$ cat src/rtl/mult_share_arb_if.sv
// Request/response bus between the requesters, the consumer and mult_share_arb.
interface mult_share_arb_if #(
    parameter int unsigned NREQ  = 4,
    parameter int unsigned ACC_W = 10,
    parameter int unsigned ID_W  = (NREQ > 1) ? $clog2(NREQ) : 1
);
    logic [NREQ-1:0]          req_valid;
    logic [NREQ-1:0]          req_ready;
    logic [3*NREQ-1:0]        req_a;
    logic [3*NREQ-1:0]        req_b;
    logic [NREQ-1:0]          req_acc;
    logic                     rsp_valid;
    logic                     rsp_ready;
    logic [ID_W-1:0]          rsp_id;
    logic signed [5:0]        rsp_prod;
    logic signed [ACC_W-1:0]  rsp_acc;

    // Requester/consumer side
    modport master (
        output req_valid, req_a, req_b, req_acc, rsp_ready,
        input  req_ready, rsp_valid, rsp_id, rsp_prod, rsp_acc
    );

    // Arbiter side
    modport slave (
        input  req_valid, req_a, req_b, req_acc, rsp_ready,
        output req_ready, rsp_valid, rsp_id, rsp_prod, rsp_acc
    );
endinterface

$ cat src/rtl/mult_share_arb.sv
// Round-robin arbiter sharing one 3x3 signed multiplier among NREQ requesters,
// each with its own saturating signed accumulator.

// Exact 3x3 two's-complement multiplier (library cell).
module mult_share_arb_mul3 (
    input  logic signed [2:0] a_i,
    input  logic signed [2:0] b_i,
    output logic signed [5:0] p_o
);
    logic signed [5:0] a_x;
    logic signed [5:0] b_x;

    // Sign-extend to the product width so the multiply is exact
    always_comb begin
        a_x = {{3{a_i[2]}}, a_i};
        b_x = {{3{b_i[2]}}, b_i};
        p_o = a_x * b_x;
    end
endmodule

module mult_share_arb #(
    parameter int unsigned NREQ  = 4,
    parameter int unsigned ACC_W = 10
) (
    input  logic             clk,
    input  logic             rst_n,
    mult_share_arb_if.slave  bus
);
    localparam int unsigned ID_W = (NREQ > 1) ? $clog2(NREQ) : 1;
    localparam logic signed [ACC_W-1:0] ACC_MAX = {1'b0, {(ACC_W-1){1'b1}}};
    localparam logic signed [ACC_W-1:0] ACC_MIN = {1'b1, {(ACC_W-1){1'b0}}};

    logic [ID_W-1:0]          last_q, last_d;
    logic                     rsp_valid_q, rsp_valid_d;
    logic [ID_W-1:0]          rsp_id_q, rsp_id_d;
    logic signed [5:0]        rsp_prod_q, rsp_prod_d;
    logic signed [ACC_W-1:0]  rsp_acc_q, rsp_acc_d;
    logic signed [ACC_W-1:0]  acc_q [NREQ];
    logic signed [ACC_W-1:0]  acc_d [NREQ];

    logic                     can_accept_c;
    logic [NREQ-1:0]          grant_c;
    logic [ID_W-1:0]          gidx_c;
    logic                     found_c;
    logic                     accept_c;
    int unsigned              scan_idx;
    logic signed [2:0]        op_a_c;
    logic signed [2:0]        op_b_c;
    logic signed [5:0]        prod_c;
    logic signed [ACC_W-1:0]  prod_x_c;
    logic signed [ACC_W-1:0]  acc_sel_c;
    logic signed [ACC_W:0]    sum_c;
    logic signed [ACC_W-1:0]  acc_new_c;

    assign can_accept_c = !rsp_valid_q || bus.rsp_ready;

    // Round-robin search starting one past the last grant; gated by reset
    always_comb begin
        grant_c  = '0;
        gidx_c   = '0;
        found_c  = 1'b0;
        scan_idx = 0;
        for (int k = 0; k < int'(NREQ); k++) begin
            scan_idx = (int'(last_q) + 1 + k) % NREQ;
            if (!found_c && bus.req_valid[scan_idx]) begin
                found_c = 1'b1;
                gidx_c  = ID_W'(scan_idx);
            end
        end
        if (found_c && can_accept_c && rst_n) begin
            grant_c[gidx_c] = 1'b1;
        end
    end

    assign accept_c = |grant_c;

    // Operands come straight from the granted requester's slices
    always_comb begin
        op_a_c = bus.req_a[3*int'(gidx_c) +: 3];
        op_b_c = bus.req_b[3*int'(gidx_c) +: 3];
    end

    mult_share_arb_mul3 u_mul (
        .a_i (op_a_c),
        .b_i (op_b_c),
        .p_o (prod_c)
    );

    // Accumulate-or-load with saturation on signed overflow
    always_comb begin
        prod_x_c  = {{(ACC_W-6){prod_c[5]}}, prod_c};
        acc_sel_c = acc_q[gidx_c];
        sum_c     = {acc_sel_c[ACC_W-1], acc_sel_c} + {prod_x_c[ACC_W-1], prod_x_c};
        if (!bus.req_acc[gidx_c]) begin
            acc_new_c = prod_x_c;
        end else if (sum_c[ACC_W] != sum_c[ACC_W-1]) begin
            acc_new_c = sum_c[ACC_W] ? ACC_MIN : ACC_MAX;
        end else begin
            acc_new_c = sum_c[ACC_W-1:0];
        end
    end

    // Next state: load response on accept, drop valid when consumed
    always_comb begin
        last_d      = last_q;
        rsp_valid_d = rsp_valid_q;
        rsp_id_d    = rsp_id_q;
        rsp_prod_d  = rsp_prod_q;
        rsp_acc_d   = rsp_acc_q;
        for (int i = 0; i < int'(NREQ); i++) begin
            acc_d[i] = acc_q[i];
        end
        if (accept_c) begin
            last_d         = gidx_c;
            rsp_valid_d    = 1'b1;
            rsp_id_d       = gidx_c;
            rsp_prod_d     = prod_c;
            rsp_acc_d      = acc_new_c;
            acc_d[gidx_c]  = acc_new_c;
        end else if (bus.rsp_ready) begin
            rsp_valid_d = 1'b0;
        end
    end

    // State registers with synchronous active-low reset
    always_ff @(posedge clk) begin
        if (!rst_n) begin
            last_q      <= ID_W'(NREQ - 1);
            rsp_valid_q <= 1'b0;
            rsp_id_q    <= '0;
            rsp_prod_q  <= '0;
            rsp_acc_q   <= '0;
            for (int i = 0; i < int'(NREQ); i++) begin
                acc_q[i] <= '0;
            end
        end else begin
            last_q      <= last_d;
            rsp_valid_q <= rsp_valid_d;
            rsp_id_q    <= rsp_id_d;
            rsp_prod_q  <= rsp_prod_d;
            rsp_acc_q   <= rsp_acc_d;
            for (int i = 0; i < int'(NREQ); i++) begin
                acc_q[i] <= acc_d[i];
            end
        end
    end

    assign bus.req_ready = grant_c;
    assign bus.rsp_valid = rsp_valid_q;
    assign bus.rsp_id    = rsp_id_q;
    assign bus.rsp_prod  = rsp_prod_q;
    assign bus.rsp_acc   = rsp_acc_q;
endmodule
$ cat src/flat_wrapper.sv
// flat-port wrapper written by rule: the top's interface ports become plain ports
module mult_share_arb_flat 
#(
    parameter int unsigned NREQ  = 4,
    parameter int unsigned ACC_W = 10
)
  (clk, rst_n, bus_req_valid, bus_req_a, bus_req_b, bus_req_acc, bus_rsp_ready, bus_req_ready, bus_rsp_valid, bus_rsp_id, bus_rsp_prod, bus_rsp_acc);
  mult_share_arb_if #(.NREQ(NREQ), .ACC_W(ACC_W)) bus_i ();
  input  logic clk;
  input  logic rst_n;
  input wire logic [$bits(bus_i.req_valid)-1:0] bus_req_valid;
  input wire logic [$bits(bus_i.req_a)-1:0] bus_req_a;
  input wire logic [$bits(bus_i.req_b)-1:0] bus_req_b;
  input wire logic [$bits(bus_i.req_acc)-1:0] bus_req_acc;
  input wire logic [$bits(bus_i.rsp_ready)-1:0] bus_rsp_ready;
  output wire logic [$bits(bus_i.req_ready)-1:0] bus_req_ready;
  output wire logic [$bits(bus_i.rsp_valid)-1:0] bus_rsp_valid;
  output wire logic [$bits(bus_i.rsp_id)-1:0] bus_rsp_id;
  output wire logic [$bits(bus_i.rsp_prod)-1:0] bus_rsp_prod;
  output wire logic [$bits(bus_i.rsp_acc)-1:0] bus_rsp_acc;
  assign bus_i.req_valid = bus_req_valid;
  assign bus_i.req_a = bus_req_a;
  assign bus_i.req_b = bus_req_b;
  assign bus_i.req_acc = bus_req_acc;
  assign bus_i.rsp_ready = bus_rsp_ready;
  assign bus_req_ready = bus_i.req_ready;
  assign bus_rsp_valid = bus_i.rsp_valid;
  assign bus_rsp_id = bus_i.rsp_id;
  assign bus_rsp_prod = bus_i.rsp_prod;
  assign bus_rsp_acc = bus_i.rsp_acc;
  mult_share_arb #(.NREQ(NREQ), .ACC_W(ACC_W)) u_core (.clk(clk), .rst_n(rst_n), .bus(bus_i));
endmodule
$ cat config.mk
export PLATFORM = sky130hd
export DESIGN_NAME = mult_share_arb_flat
export DESIGN_NICKNAME = d
export VERILOG_FILES = /design/src/rtl/mult_share_arb_if.sv /design/src/rtl/mult_share_arb.sv /design/src/flat_wrapper.sv
export SDC_FILE = /design/constraint.sdc
export NUM_CORES = 1
export LEC_CHECK = 0
export ABC_AREA = 1
export BUFFER_PORTS_ARGS = -buffer_cell sky130_fd_sc_hd__buf_4
export CORE_MARGIN = 2
export CORE_UTILIZATION = 30
export CTS_CLUSTER_DIAMETER = 40
export DETAILED_ROUTE_END_ITERATION = 10
export SYNTH_ARGS = -nofsm -noshare
export SYNTH_HDL_FRONTEND = slang
export SYNTH_SLANG_ARGS = --single-unit
$ cat constraint.sdc
create_clock -name clk -period 5.47 [get_ports clk]
set_input_delay 0 -clock clk [delete_from_list [all_inputs] [get_ports clk]]
set_output_delay 0 -clock clk [all_outputs]
set_load 0.02 [all_outputs]
## Yosys cells after proc, flatten, opt, wreduce, memory -nomap -nowiden

Memory sizes are Yosys's and may differ from the RTL's.
Index checks and enable logic that the tools add are counted.

| operators by class | value |
|---|---|
| $add $sub $neg | 5 |
| $mul | 2 |
| $lt $le $gt $ge | 8 |
| equal/unequal tests | 1 |
| shifts and indexed selects | 2 |
| muxes and demuxes | 36 |
| bitwise logic cells | 5 |
| reduce and logical (&&, ||, !) cells | 14 |

Operator list:

| cell | count |
|---|---|
| 10-bit two-way mux | 8 |
| 40-bit bitwise mux | 1 |
| 40-bit two-way mux | 1 |
| 12-bit by 5-bit indexed part select with 3-bit output | 2 |
| 10-bit demux with 2-bit select | 1 |
| 2-bit by 3-bit < comparator with 1-bit output, second input constant | 5 |
| 1-bit two-way mux | 14 |
| 10-bit by 6-bit adder with 11-bit output | 1 |
| 1-bit binary-select mux with 2-bit select | 5 |
| 2-bit two-way mux | 4 |
| 1-bit logical AND | 7 |
| 3-bit by 3-bit multiplier with 6-bit output | 1 |
| 2-bit by 1-bit adder with 2-bit output, second input constant | 2 |
| 2-bit adder, second input constant | 2 |
| 1-bit zero test | 4 |
| 2-bit by 2-bit multiplier with 4-bit output, first input constant | 1 |
| 4-bit two-way mux | 1 |
| 1-bit bitwise OR | 4 |
| 4-bit OR reduction | 1 |
| 3-bit >= comparator, second input constant | 1 |
| 3-bit by 1-bit < comparator with 1-bit output, second input constant | 1 |
| 2-bit NOT with 3-bit output | 1 |
| 1-bit demux with 2-bit select | 1 |
| 2-bit by 1-bit >= comparator with 1-bit output, second input constant | 1 |
| 3 further kinds | 3 |

| storage, ports and cells | value |
|---|---|
| flip-flop bits (word level) | 21 |
| memory bits (writable) | 40 |
| bits of input ports | 35 |
| output and inout bits | 23 |
| word-level logic and storage cells | 79 |
| memories | 1 |

Memory list:

| memory | words | bits a word | rd ports | clocked after Yosys merged registers in | write ports | RTL line | RTL |
|---|---|---|---|---|---|---|---|
| u_core.acc_q | 4 | 10 | 5 | 0 | 4 | mult_share_arb.sv:38 | `logic signed [ACC_W-1:0] acc_q [NREQ];` |

## Logic depth before layout (Yosys ltp)

| depth | value |
|---|---|
| word-level depth | 23 |
| gate-level depth with buffers | 42 |
| mapped depth without buffers | 40 |

## By module

A second synthesis with hierarchy kept.

| second synthesis, totals | value |
|---|---|
| cells, all modules | 646 |
| area total of the unflattened synthesis | 4310.4 um2 |

By module, submodules not included:

| module | times used | cells an instance | area an instance (um2) | seq. area each (um2) |
|---|---|---|---|---|
| mult_share_arb | 1 | 602 | 4022.6 | 1221.2 |
| mult_share_arb_mul3 | 1 | 44 | 287.8 | 0.0 |

## Worst setup path before layout

Ideal clock, no wire load.

| path | value |
|---|---|
| path type | reg-to-reg |
| start point | register u_core.last_q[0] |
| end point | memory u_core.acc_q[1][6] |
| arrival | 5639 ps |
| slack | -278 ps |
| stages on the path, launching flop included | 38 |
| buffers on the path | 3 |
| period minus slack after synthesis | 5748 ps |
| cells stage by stage | dfxtp_1 > buf_6 > inv_6 > nand2_1 > nand2_1 > nand2_1 > nand2_2 > nor2_2 > nand3_1 > a21oi_4 > nor2_1 > inv_1 > clkbuf_1 > o22a_1 > o221ai_1 > nor2_1 > inv_1 > fa_1 > [... 2 more ...] > ha_1 > fa_1 > xnor2_1 > inv_1 > ha_1 > a21oi_1 > inv_1 > nor2_1 > nand2_1 > nand3_1 > nand2_1 > nand2_1 > nand2_2 > nand2_4 > buf_6 > nand3_1 > nand2_1 > inv_1 |

RTL lines:

| element | RTL line | RTL |
|---|---|---|
| start: declaration | mult_share_arb.sv:33 | `logic [ID_W-1:0] last_q, last_d;` |
| start signal: assignment | mult_share_arb.sv:128 | `last_q <= ID_W'(NREQ - 1);` |
| start signal: assignment | mult_share_arb.sv:137 | `last_q <= last_d;` |
| end: declaration | mult_share_arb.sv:38 |  |

==> flow_summary.ini <==
[outcome]
outcome = complete, no violations

[cells_and_area]
final_core_utilization_pct = 47.0
nNetsFinal = 780
synthToLayoutAreaGrowth_pct = 54.2
final_area_sq_um = 6150
drive_gt1_share_pct = 43.1
fillCellCount = 1264
diodes = 0

[global_route]
grt_pass1_wl_mm = 21.1
grt_overflow = 0
grt_max_degree = 28
antenna_found_initial = 0
first_global_vias = 4470
track_usage_pct = 18.6

[worst_setup_path]
crit_arrival_ns = 5.74
endpoint_kind = register
crit_family = adder cells
path_common_cell = nand2_2
r2r_slack_ns = 0.001
path_class = register to register
required_ns = 5.74
crit_path_top_delay_cell = fa_1
path_max_fanout = 8
cpPeakStageDelay_ns = 0.49
cp_num_buf_inv = 9
startpoint_type = register

[floorplanning]
rows = 42
die_area_sq_um = 14200
die_h_um = 119
initial_utilization_pct = 30.5
core_area_sq_um = 13100
ioPinCount = 58
die_w_um = 119

[clock_tree]
clk_latency_ns = 0.34
numCtsBuffers = 9
h-tree-depth = 3
ctsHoldBuffers = 0
root_buffer = clkbuf_16
clkSinkCount = 61
clockBufferDepth = 2
cts_tree = yes
clk_pin_slew_ns = 0.05

[synth]
async_reset_ff_share_pct = 0
syn_inst = 584
synth_flop_cell = dfxtp_1
synth-edff-count = 0
synth_area_leader_cell = dfxtp_1
synth_top_cell_area_share_pct = 30.6
synth.net_count = 638
synth_seq_cells = 61
yosys_warnings = 0
synth_cell_type_count = 41
seq_area_frac_synth_pct = 30.6
yosys-top-cells-area = dfxtp_1 31%, nand2_1 14%, inv_1 8.2%
syn_avg_cell_area_sq_um = 6.83
synth_area_sq_um = 3990

[sta]
max_freq_ghz = 0.183
maxSlewViolCount = 0
setup_viol = 0
worstMarginPinSlew_ns = 0.779
fin_crit_sh_pct = 100
max-slew-margin-rel_pct = 47.8
skew_ns = 0.00661
period_minus_slack_ns = 5.47
rsz0062_at_grt = true
hold_viol = 0

[routing]
ant_nets = 0
vias = 4495
drc_errors = 0
wl_per_cell_um = 14.8
drt_pass1_iterations = 5
vias_per_cell = 4.96
routed_wl_mm = 13.4
initialDrtViolationCount = 244

[placement]
dp_hpwl_mm = 9.56
gp_congestion = 0.928
dpl_cell_area_sq_um = 5050
port_buffers = 57

[min_path]
holdCritPathClass = primary input to register

[flow_run]
maxCapViolCount = 0
registers in the layout (all words and copies together), names as in the netlist:
register / cells
u_core.acc_q: 40
u_core.bus.rsp_acc: 10
u_core.bus.rsp_id: 2
u_core.bus.rsp_prod: 6
u_core.bus.rsp_valid: 1
u_core.last_q: 2
synth_stat cells (all sizes together) (7+ instances only):
| cell type | n |
|---|---|
| nor2 | 33 |
| dfxtp | 61 |
| o221ai | 10 |
| ha | 13 |
| a21oi | 39 |
| o21ai | 43 |
| o22a | 7 |
| nand3 | 51 |
| clkbuf | 14 |
| inv | 93 |
| nand4 | 8 |
| nand2 | 173 |
cell type report:
type	count	area [sq um]	share of cell area, %
Clock inverter	6	40.0	0.651
Multi-Input combinational cell	409	2850	46.3
Tap cell	176	220	3.58
Sequential cell	61	1230	19.9
Timing Repair inverter	1	7.51	0.122
Clock buffer	10	229	3.72
Timing Repair Buffer	150	1200	19.6
Inverter	94	375	6.11
per-stage QoR:
stage | setup WS (ns) | hold WS, ns | setup TNS [ns] | cells
floorplan | 0.00238 | 0.138 | 0 | 584
global placement | -0.295 | 0.359 | -9.11 | 864
detailed placement | -0.448 | 0.367 | -16.06 | 864
CTS | 0.00236 | 0.0200 | 0 | 899
global route | -0.281 | 0.0693 | -10.62 | 907
finish | 0.00130 | 0.0149 | 0 | 907
logic make-up after synthesis:
family / share of synthesized area [%]
buffers and inverters: 11.6
AOI/OAI and AO/OA: 17.4
xor gates and xnor gates: 2.20
adders and majority gates: 7.09
DFF: 30.6
and+or+nand+nor: 31.1
tightest hold or removal path, cell delays in order:
cell and delay (ns):
buf_4 0.08, nor2_1 0.04, o21ai_0 0.14, inv_1 0.04
cells in the final DEF, fill, tap and decap left out, types with 2 or more instances in the layout:
master,synthesis,final
ha_4,0,6
nand2_1,145,109
fa_2,0,2
clkinv_2,0,3
o22a_1,7,7
o221ai_1,9,3
a21oi_4,2,4
clkbuf_16,0,9
clkinv_4,0,4
o21ai_1,14,15
ha_1,13,6
o221ai_2,1,3
nand2_4,3,18
nand3_1,45,35
inv_1,87,77
nand3_4,2,3
nor2_2,2,5
o221ai_4,0,4
buf_6,3,5
a21oi_2,1,11
inv_2,5,11
o22ai_1,6,6
buf_4,1,140
clkinvlp_4,0,2
xnor2_1,6,5
a21oi_1,36,24
inv_4,0,2
dfxtp_1,61,59
o21ai_0,27,22
nand3_2,4,13
nand4_1,8,8
nand2_2,25,45
buf_8,0,2
nor2_1,30,23
xor2_1,4,4
a31oi_1,3,2
buf_12,0,2
nor2_4,1,5
fa_1,6,4
o21ai_2,1,5
final timing paths:
path                               from                    end  depth (start not counted)
hold / removal            bus_rsp_ready   u_core.bus.rsp_valid                          4
setup reg to reg       u_core.last_q[0]     u_core.acc_q[3][0]                         37
setup / recovery       u_core.last_q[0]     u_core.acc_q[3][0]                         37
hold reg to reg   u_core.bus.rsp_acc[0]  u_core.bus.rsp_acc[0]                          2
metal layers:
layer,share of wire [%],wire [um],track usage [%],vias to the layer above
met2,52,6930,32.7,138
met5,0,0,0,-
met4,2.6,353,6.99,0
met1,41,5520,22.0,2151
met3,4.8,641,3.98,30
li1,-,-,-,2176
repair_timing:
item	in CTS	in global routing
pin swaps	42	58
setup endpoints to repair	50	50
resized for setup	65	88
setup buffers	17	8
gates cloned	2	0
Power is not shown: default switching activity piles up to over one toggle a cycle in this logic, so the estimate is an artifact.
